[src/rtl/down_timer_if.sv]
// Control/status bundle between a timer and whatever drives it (software
// register block or control FSM).
interface down_timer_if #(
   parameter int WIDTH = 8
) ();
   logic             en;
   logic             load;
   logic [WIDTH-1:0] load_val;
   logic             start;
   logic             stop;
   logic             periodic;
   logic [WIDTH-1:0] out;
   logic             busy;
   logic             done;

   modport master (
      output en, load, load_val, start, stop, periodic,
      input  out, busy, done
   );

   modport slave (
      input  en, load, load_val, start, stop, periodic,
      output out, busy, done
   );
endinterface

[src/rtl/down_timer.sv]
// Loadable down-counting interval timer with one-shot and periodic modes;
// emits a one-cycle done pulse at terminal count.
module down_timer #(
   parameter int WIDTH = 8,
   parameter int MAX   = 255
) (
   input  logic         clk,
   input  logic         rst_n,
   down_timer_if.slave  tif
);

   typedef enum logic {IDLE, RUN} state_t;

   localparam logic [WIDTH-1:0] MAX_V = WIDTH'(MAX);
   localparam logic [WIDTH-1:0] ONE   = WIDTH'(1);

   state_t           state, state_nxt;
   logic [WIDTH-1:0] cnt, cnt_nxt;
   logic [WIDTH-1:0] reload_reg, reload_nxt;
   logic [WIDTH-1:0] sat_val, eff_reload;
   logic             done_reg, done_nxt;

   function automatic logic [WIDTH-1:0] sat_reload(input logic [WIDTH-1:0] v);
      return (v > MAX_V) ? MAX_V : v;
   endfunction

   assign sat_val    = sat_reload(tif.load_val);
   // A load in the same cycle as start or a reload is visible immediately.
   assign eff_reload = tif.load ? sat_val : reload_reg;

   always_ff @(posedge clk or negedge rst_n) begin
      if (!rst_n) begin
         state      <= IDLE;
         cnt        <= '0;
         reload_reg <= MAX_V;
         done_reg   <= 1'b0;
      end else begin
         state      <= state_nxt;
         cnt        <= cnt_nxt;
         reload_reg <= reload_nxt;
         done_reg   <= done_nxt;
      end
   end

   always_comb begin
      state_nxt  = state;
      cnt_nxt    = cnt;
      reload_nxt = reload_reg;
      done_nxt   = 1'b0;

      if (tif.stop) begin
         state_nxt = IDLE;
      end else if (tif.start) begin
         if (tif.load)
            reload_nxt = sat_val;
         if (eff_reload == '0) begin
            // Zero-length interval: terminal immediately, never enters RUN.
            done_nxt  = 1'b1;
            cnt_nxt   = '0;
            state_nxt = IDLE;
         end else begin
            cnt_nxt   = eff_reload;
            state_nxt = RUN;
         end
      end else begin
         if (tif.load) begin
            reload_nxt = sat_val;
            if (state == IDLE)
               cnt_nxt = sat_val;
         end
         if (state == RUN && tif.en) begin
            if (cnt > ONE) begin
               cnt_nxt = cnt - ONE;
            end else if (cnt == ONE) begin
               done_nxt = 1'b1;
               // A zero reload cannot sustain a period, so fall back to IDLE.
               if (tif.periodic && eff_reload != '0) begin
                  cnt_nxt = eff_reload;
               end else begin
                  cnt_nxt   = '0;
                  state_nxt = IDLE;
               end
            end
         end
      end
   end

   assign tif.out  = cnt;
   assign tif.busy = (state == RUN);
   assign tif.done = done_reg;

endmodule

[src/flat_wrapper.sv]
// flat-port wrapper written by rule: the top's interface ports become plain ports
module down_timer_flat 
#(
   parameter int WIDTH = 8,
   parameter int MAX   = 255
)
  (clk, rst_n, tif_en, tif_load, tif_load_val, tif_start, tif_stop, tif_periodic, tif_out, tif_busy, tif_done);
  down_timer_if #(.WIDTH(WIDTH)) tif_i ();
  input  logic clk;
  input  logic rst_n;
  input wire logic [$bits(tif_i.en)-1:0] tif_en;
  input wire logic [$bits(tif_i.load)-1:0] tif_load;
  input wire logic [$bits(tif_i.load_val)-1:0] tif_load_val;
  input wire logic [$bits(tif_i.start)-1:0] tif_start;
  input wire logic [$bits(tif_i.stop)-1:0] tif_stop;
  input wire logic [$bits(tif_i.periodic)-1:0] tif_periodic;
  output wire logic [$bits(tif_i.out)-1:0] tif_out;
  output wire logic [$bits(tif_i.busy)-1:0] tif_busy;
  output wire logic [$bits(tif_i.done)-1:0] tif_done;
  assign tif_i.en = tif_en;
  assign tif_i.load = tif_load;
  assign tif_i.load_val = tif_load_val;
  assign tif_i.start = tif_start;
  assign tif_i.stop = tif_stop;
  assign tif_i.periodic = tif_periodic;
  assign tif_out = tif_i.out;
  assign tif_busy = tif_i.busy;
  assign tif_done = tif_i.done;
  down_timer #(.WIDTH(WIDTH), .MAX(MAX)) u_core (.clk(clk), .rst_n(rst_n), .tif(tif_i));
endmodule
[config.mk]
export PLATFORM = sky130hd
export DESIGN_NAME = down_timer_flat
export DESIGN_NICKNAME = d
export VERILOG_FILES = /design/src/rtl/down_timer_if.sv /design/src/rtl/down_timer.sv /design/src/flat_wrapper.sv
export SDC_FILE = /design/constraint.sdc
export NUM_CORES = 1
export LEC_CHECK = 0
export CORE_MARGIN = 8
export CORE_UTILIZATION = 56
export CTS_BUF_LIST = sky130_fd_sc_hd__clkbuf_2 sky130_fd_sc_hd__clkbuf_4 sky130_fd_sc_hd__clkbuf_8
export DETAILED_ROUTE_END_ITERATION = 8
export PLACE_DENSITY = 0.92
export SLEW_MARGIN = 15
export SYNTH_ARGS = -nofsm -noshare
export SYNTH_HDL_FRONTEND = slang
export SYNTH_SLANG_ARGS = --single-unit
[constraint.sdc]
create_clock -name clk -period 2.25 [get_ports clk]
set_clock_uncertainty 0.15 [all_clocks]
set_input_delay 0.3375 -clock clk [delete_from_list [all_inputs] [get_ports clk]]
set_output_delay 0.3375 -clock clk [all_outputs]
set_load 0.01 [all_outputs]
==> summary.md, run 1 <==
| Metric | Value |
|---|---|
| Outcome | `finished, final reports clean` |
| Setup CP Type | `reg -> reg` |
| Die Span X | `69.3 um` |
| Area of the multi-input gates | `about 1000 um2` |
| Vert. Die Dim | `between 60 and 70 um` |
| Max Cap Viol | `0` |
| DP HPWL | `roughly 3.3 mm` |
| Setup_tns | `0 ns` |
| Cts hold-fix bufs | `0` |
| Number of synthesized flops with an enable pin | `0` |
| WL met3 | `between 300 and 400 um` |
| Ys async rst share | `1.00` |
| RSZ-0062 raised after global routing | `no` |
| CTS clk-pin slew, worst paths | `~0.11 ns` |
| Area delta synth->final | `18.4%` |
| Top Metal Used | `met4` |
| # resized after CTS | `0` |
| H-tree depth | `1` |
| Slew HR | `0.704` |
| Final #Nets | `around 210` |
| Critical Path End Type | `register` |
| Initial DRC count | `187` |
| CTS tree | `yes` |
| Final WL | `4.51 mm` |
| Worst slew pin tran | `roughly 0.44 ns` |
| Largest net degree at the start of global routing | `19` |
| Initial antenna violation count | `0` |
| Minimum clock period | `around 2.1 ns` |
| Worst r2r src | `u_core.tif.out[0]$_DFFE_PN0N_` |
| Syn nets | `roughly 180` |
| Via count | `about 1600` |
| Clock latency at the later pin of the worst-skew pair | `0.30 ns` |
| Layout cells sized above 1 | `0.230` |
| Pwr/cell area | `~590 nW/um2` |
| Total GRT Usage | `0.177` |
| Ports | `25` |
| Wire length per cell | `20.3 um` |
| Mapped Area | `1590 um2` |
| # DRC | `0` |
| Post-synthesis sequential area ratio | `0.290` |
| Main synth FF type | `dfrtp_1` |
| Crit start category | `register` |
| Flops & latches, synth | `18` |
| Initial Utilization | `0.582` |
| Synth unique cells | `65` |
| R2r setup slk | `between 0.1 and 0.15 ns` |
| Initial DRT Pass Iterations | `5` |
| CTS Buffer Depth | `2` |
| Max FO, Critical Path | `9` |
| # setup viols final | `0` |
| Final Cycle Share | `0.945` |
| Hold Crit Class | `in -> async` |
| GP Congestion | `between 0.9 and 1` |
| Met2 WL | `between 2 and 2.5 mm` |
| Root Driver | `clkbuf_4` |
| Final Hold Fails | `0` |
| Fmax | `470 MHz` |
| First-pass GRT wire length | `approximately 7.2 mm` |
| WHS | `approximately 0.2 ns` |
| Num Clock Sinks | `18` |
| Num rows | `19` |
| VDD IR max | `between 0.5 and 0.6 mV` |
| Fin. max-slew vios | `0` |
| Via density | `roughly 7` |
| ANT cells | `0` |
| Core region area | `~2700 um2` |
| GRT Residual Overflow | `0` |
| Syn_area_per_cell | `between 9 and 10 um2` |
| Vias in the first global route | `1456` |
| FF/Latch Area | `~460 um2` |
| # fillers | `between 150 and 200` |
| M1 wire length | `1.70 mm` |
| CP required | `~2.3 ns` |
| Antenna-violating nets left | `0` |
| Yosys warns | `0` |
| Post-CTS Setup Bufs | `0` |
| Die ar. | `around 4800 um2` |
| Pleak | `roughly 0.76 nW` |
| Num CTS Buffers | `3` |
| Power Total | `approximately 1.1 mW` |
| Arrival time worst endpoint | `between 2 and 2.5 ns` |
| Critical Path Source | `u_core.tif.out[0]$_DFFE_PN0N_` |
| Syn Inst Count | `between 150 and 200` |
| IO buf count | `24` |
-- critical path, stage by stage, from the launching register on --
cell	delay (ns)
dfrtp_1	0.55
inv_1	0.09
ha_1	0.32
o211a_1	0.36
o311ai_1	0.37
o221ai_1	0.16
-- per-layer routing --
metal / vias to the layer above / global-route usage
met5: - / 0
met4: 0 / 0.0706
met3: 20 / 0.0343
met2: 112 / 0.307
met1: 729 / 0.206
li1: 698 / -
-- layout by cell type, fill, tap and decap left out, types with 6 or more instances in the layout --
| master | Yosys | routed |
|---|---|---|
| a21oi_1 | 6 | 6 |
| mux2_2 | 9 | 9 |
| inv_1 | 7 | 7 |
| dfrtp_1 | 10 | 10 |
| nor2_1 | 8 | 8 |
| nand2_1 | 7 | 7 |
| mux2i_1 | 13 | 13 |
| buf_4 | 1 | 11 |
| nand3_1 | 6 | 6 |
| dfstp_2 | 8 | 8 |
| clkdlybuf4s50_1 | 0 | 24 |
-- cell usage after synthesis (all sizes together) (4+ instances only) --
cell,instances,share of area
nand3,7,0.025
dfrtp,10,0.16
dfstp,8,0.13
mux2,9,0.064
nor3,6,0.029
nor2,8,0.019
nand2,7,0.017
inv,7,0.017
buf,7,0.046
clkbuf,6,0.020
mux2i,13,0.082
nand3b,4,0.019
a21oi,6,0.019
-- area by class of cell --
cell class	instances	share of cell area
clock buffer	4	0.0193
inverter	7	0.0140
multi-input combinational	127	0.530
sequential	18	0.245
tap	31	0.0206
timing repair buffer	35	0.171
-- logic make-up (layout without fill, tap and decap cells) --
family | count (synthesis) | count (layout) | synth area share
and+or+nand+nor | 52 | 52 | 0.209
AOI/OAI and AO/OA | 48 | 48 | 0.241
muxes | 22 | 22 | 0.146
buffers and inverters | 20 | 46 | 0.0826
DFF | 18 | 18 | 0.290
xor gates and xnor gates | 3 | 3 | 0.0165
adders and majority gates | 2 | 2 | 0.0157
-- final timing paths --
check / end / cells past startpoint
hold / removal: u_core.tif.out[4]$_DFFE_PN0N_ / 2
setup reg to reg: u_core.tif.out[5]$_DFFE_PN0N_ / 5
setup / recovery: u_core.tif.out[5]$_DFFE_PN0N_ / 5
max in group asynchronous: u_core.reload_reg[7]$_DFFE_PN1N_ / 2
min in group clk: u_core.reload_reg[7]$_DFFE_PN1N_ / 2
hold reg to reg: u_core.reload_reg[7]$_DFFE_PN1N_ / 2
-- per-stage QoR --
| step | area [um2] | util | worst slack, ns | std cells |
|---|---|---|---|---|
| CTS | 1880 | 0.689 | 0.176 | 222 |
| global placement | 1850 | 0.676 | 0.0621 | 218 |
| floorplan | 1590 | - | 0.302 | 165 |
| finish | 1880 | 0.689 | 0.124 | 222 |
| detailed placement | 1850 | 0.676 | -0.0328 | 218 |
| global route | 1880 | 0.689 | 0.0298 | 222 |
-- report_power, final --
part	total [mW]	internal, mW	switching [mW]
combinational	0.426	0.216	0.210
clock	0.207	0.0988	0.108
sequential	0.475	0.386	0.0892
No activity file was read; power rests on OpenSTA's default activity.
==> run 2, diff against run 1 <==
--- a/config.mk
+++ b/config.mk
@@ -9,6 +9,7 @@
 export CORE_UTILIZATION = 56
 export CTS_BUF_LIST = sky130_fd_sc_hd__clkbuf_2 sky130_fd_sc_hd__clkbuf_4 sky130_fd_sc_hd__clkbuf_8
 export DETAILED_ROUTE_END_ITERATION = 8
+export GPL_TIMING_DRIVEN = 0
 export PLACE_DENSITY = 0.92
 export SLEW_MARGIN = 15
 export SYNTH_ARGS = -nofsm -noshare
==> summary.md, run 2 (synthesized netlist as in run 1, its figures left out) <==
| Metric | Value |
|---|---|
| Outcome | `finished, final reports clean` |
| Setup_tns | `0 ns (unchanged)` |
| Hold Crit Class | `in -> async` |
| Die ar. | `4800 um2 (unchanged)` |
| Num CTS Buffers | `3 (unchanged)` |
| CP required | `2.35 ns (+0.07 ns)` |
| CTS Buffer Depth | `2 (unchanged)` |
| Final Cycle Share | `0.951 (+0.00663)` |
| Worst slew pin tran | `0.816 ns (+0.372 ns)` |
| Area delta synth->final | `21.0%` |
| Max Cap Viol | `0 (unchanged)` |
| Die Span X | `69.3 um (unchanged)` |
| Antenna-violating nets left | `0 (unchanged)` |
| Initial DRT Pass Iterations | `7 (+2)` |
| Num Clock Sinks | `18 (unchanged)` |
| H-tree depth | `1 (unchanged)` |
| # setup viols final | `0 (unchanged)` |
| Pleak | `0.768 nW (+1.2%)` |
| Total GRT Usage | `0.184 (+0.00741)` |
| Core region area | `2730 um2 (unchanged)` |
| Critical Path End Type | `register` |
| Minimum clock period | `2.14 ns (+0.0149 ns)` |
| Fin. max-slew vios | `0 (unchanged)` |
| RSZ-0062 raised after global routing | `no` |
| Via count | `1515 (-2.8%)` |
| CTS clk-pin slew, worst paths | `0.11 ns (about the same)` |
| Arrival time worst endpoint | `2.24 ns (+0.09 ns)` |
| Max FO, Critical Path | `7 (-2)` |
| Cts hold-fix bufs | `0 (unchanged)` |
| Crit start category | `register` |
| GP Congestion | `0.966 (+3.0%)` |
| # DRC | `0 (unchanged)` |
| Vert. Die Dim | `69.3 um (unchanged)` |
| First-pass GRT wire length | `7.53 mm (+5.2%)` |
| Vias in the first global route | `1551 (+6.5%)` |
| Pwr/cell area | `587 nW/um2 (-0.21%)` |
| Via density | `6.70 (-4.5%)` |
| Root Driver | `clkbuf_4` |
| IO buf count | `24 (unchanged)` |
| Num rows | `19 (unchanged)` |
| Final WL | `4.48 mm (-0.55%)` |
| ANT cells | `0 (unchanged)` |
| Fmax | `467 MHz (-0.70%)` |
| Most common cell after layout, fill and taps aside | `clkdlybuf4s50_1` |
| Initial Utilization | `0.582 (unchanged)` |
| Slew HR | `0.454 (-0.249)` |
| CTS tree | `yes` |
| Setup CP Type | `reg -> reg` |
| Clock latency at the later pin of the worst-skew pair | `0.31 ns (about the same)` |
| Largest net degree at the start of global routing | `19 (unchanged)` |
| Layout cells sized above 1 | `0.231 (+0.000403)` |
| Final Instance Area | `1920 um2 (+2.2%)` |
| Dpl cell area | `1870 um2 (+1.2%)` |
| # fillers | `196 (unchanged)` |
| Most frequent cells in the layout | `clkdlybuf4s50_1, mux2i_1, mux2_2, dfrtp_1` |
| Final Hold Fails | `0 (unchanged)` |
| Ports | `25 (unchanged)` |
| Wire length per cell | `19.8 um (-2.3%)` |
| Initial DRC count | `114 (-39%)` |
| Final #Nets | `213 (+1.9%)` |
| GRT Residual Overflow | `0 (unchanged)` |
| VDD IR max | `0.510 mV (-2.0%)` |
| DP HPWL | `3.45 mm (+3.0%)` |
| Initial antenna violation count | `0 (unchanged)` |
-- run 2: worst max-delay path, cell delays in order (launching register included) --
cell and delay (ns):
dfrtp_1 0.46, inv_1 0.11, ha_2 0.25, nor4b_4 0.36, buf_4 0.18, a41oi_1 0.16, nor3_1 0.25, a221o_1 0.16
-- run 2: what timing repair did --
item,CTS,global route
hold endpoints to repair,0,0
gates resized for setup,0,2
endpoints found under the setup margin,0,4
setup buffers,0,2
-- run 2: layout make-up --
cell class	instances	area [um2]	area share
inverter	7	26.3	0.0137
tap	31	38.8	0.0202
multi-input combinational	127	1000	0.520
timing repair buffer	26	255	0.133
buffer	13	105	0.0546
sequential	18	462	0.240
clock buffer	4	36.3	0.0189
-- run 2: worst paths after layout --
| path | from | cells after the start | endpoint | slack (ns) |
|---|---|---|---|---|
| setup / recovery | u_core.tif.out[1]$_DFFE_PN0N_ | 7 | u_core.tif.out[0]$_DFFE_PN0N_ | 0.11 |
| hold / removal | rst_n | 1 | u_core.tif.out[3]$_DFFE_PN0N_ | 0.34 |
| setup reg to reg | u_core.tif.out[1]$_DFFE_PN0N_ | 7 | u_core.tif.out[0]$_DFFE_PN0N_ | 0.11 |
| hold reg to reg | u_core.reload_reg[7]$_DFFE_PN1N_ | 2 | u_core.reload_reg[7]$_DFFE_PN1N_ | 0.38 |
| max in group asynchronous | rst_n | 1 | u_core.tif.out[0]$_DFFE_PN0N_ | 1.06 |
| min in group clk | u_core.reload_reg[7]$_DFFE_PN1N_ | 2 | u_core.reload_reg[7]$_DFFE_PN1N_ | 0.38 |
-- run 2: power breakdown --
part	leakage, nW	internal [mW]	switching (mW)
Combinational	0.544	0.233	0.243
Sequential	0.203	0.387	0.0579
Clock	0.0210	0.0989	0.111
Total	0.768	0.719	0.411
-- run 2: per-stage QoR --
step                      hold slack (ns)  instances  setup slack, ns  utilization  power (mW)
after detailed placement            0.361        220         0.000271        0.684       0.912
final                               0.339        226            0.109        0.704        1.13
after floorplan                    -0.108        165            0.302            -       0.739
after global placement              0.349        220           0.0912        0.684       0.895
after global routing                0.411        226         0.000465        0.704        1.19
after CTS                           0.373        224           0.0751        0.697        1.12
-- run 2: per-layer routing --
metal  up-vias  GRT usage  share of wire
li1        702          -              -
met3        12     0.0529          0.092
met1       711      0.205           0.39
met5         -          0              0
met4         0     0.0843          0.024
met2        90      0.316           0.49
==> run 3, diff against run 2 <==
--- a/config.mk
+++ b/config.mk
@@ -10,6 +10,7 @@
 export CTS_BUF_LIST = sky130_fd_sc_hd__clkbuf_2 sky130_fd_sc_hd__clkbuf_4 sky130_fd_sc_hd__clkbuf_8
 export DETAILED_ROUTE_END_ITERATION = 8
 export GPL_TIMING_DRIVEN = 0
+export HOLD_SLACK_MARGIN = 0.12
 export PLACE_DENSITY = 0.92
 export SLEW_MARGIN = 15
 export SYNTH_ARGS = -nofsm -noshare
==> results of run 3 <==
No change in the layout: final DEF, timing and power equal those of run 2.
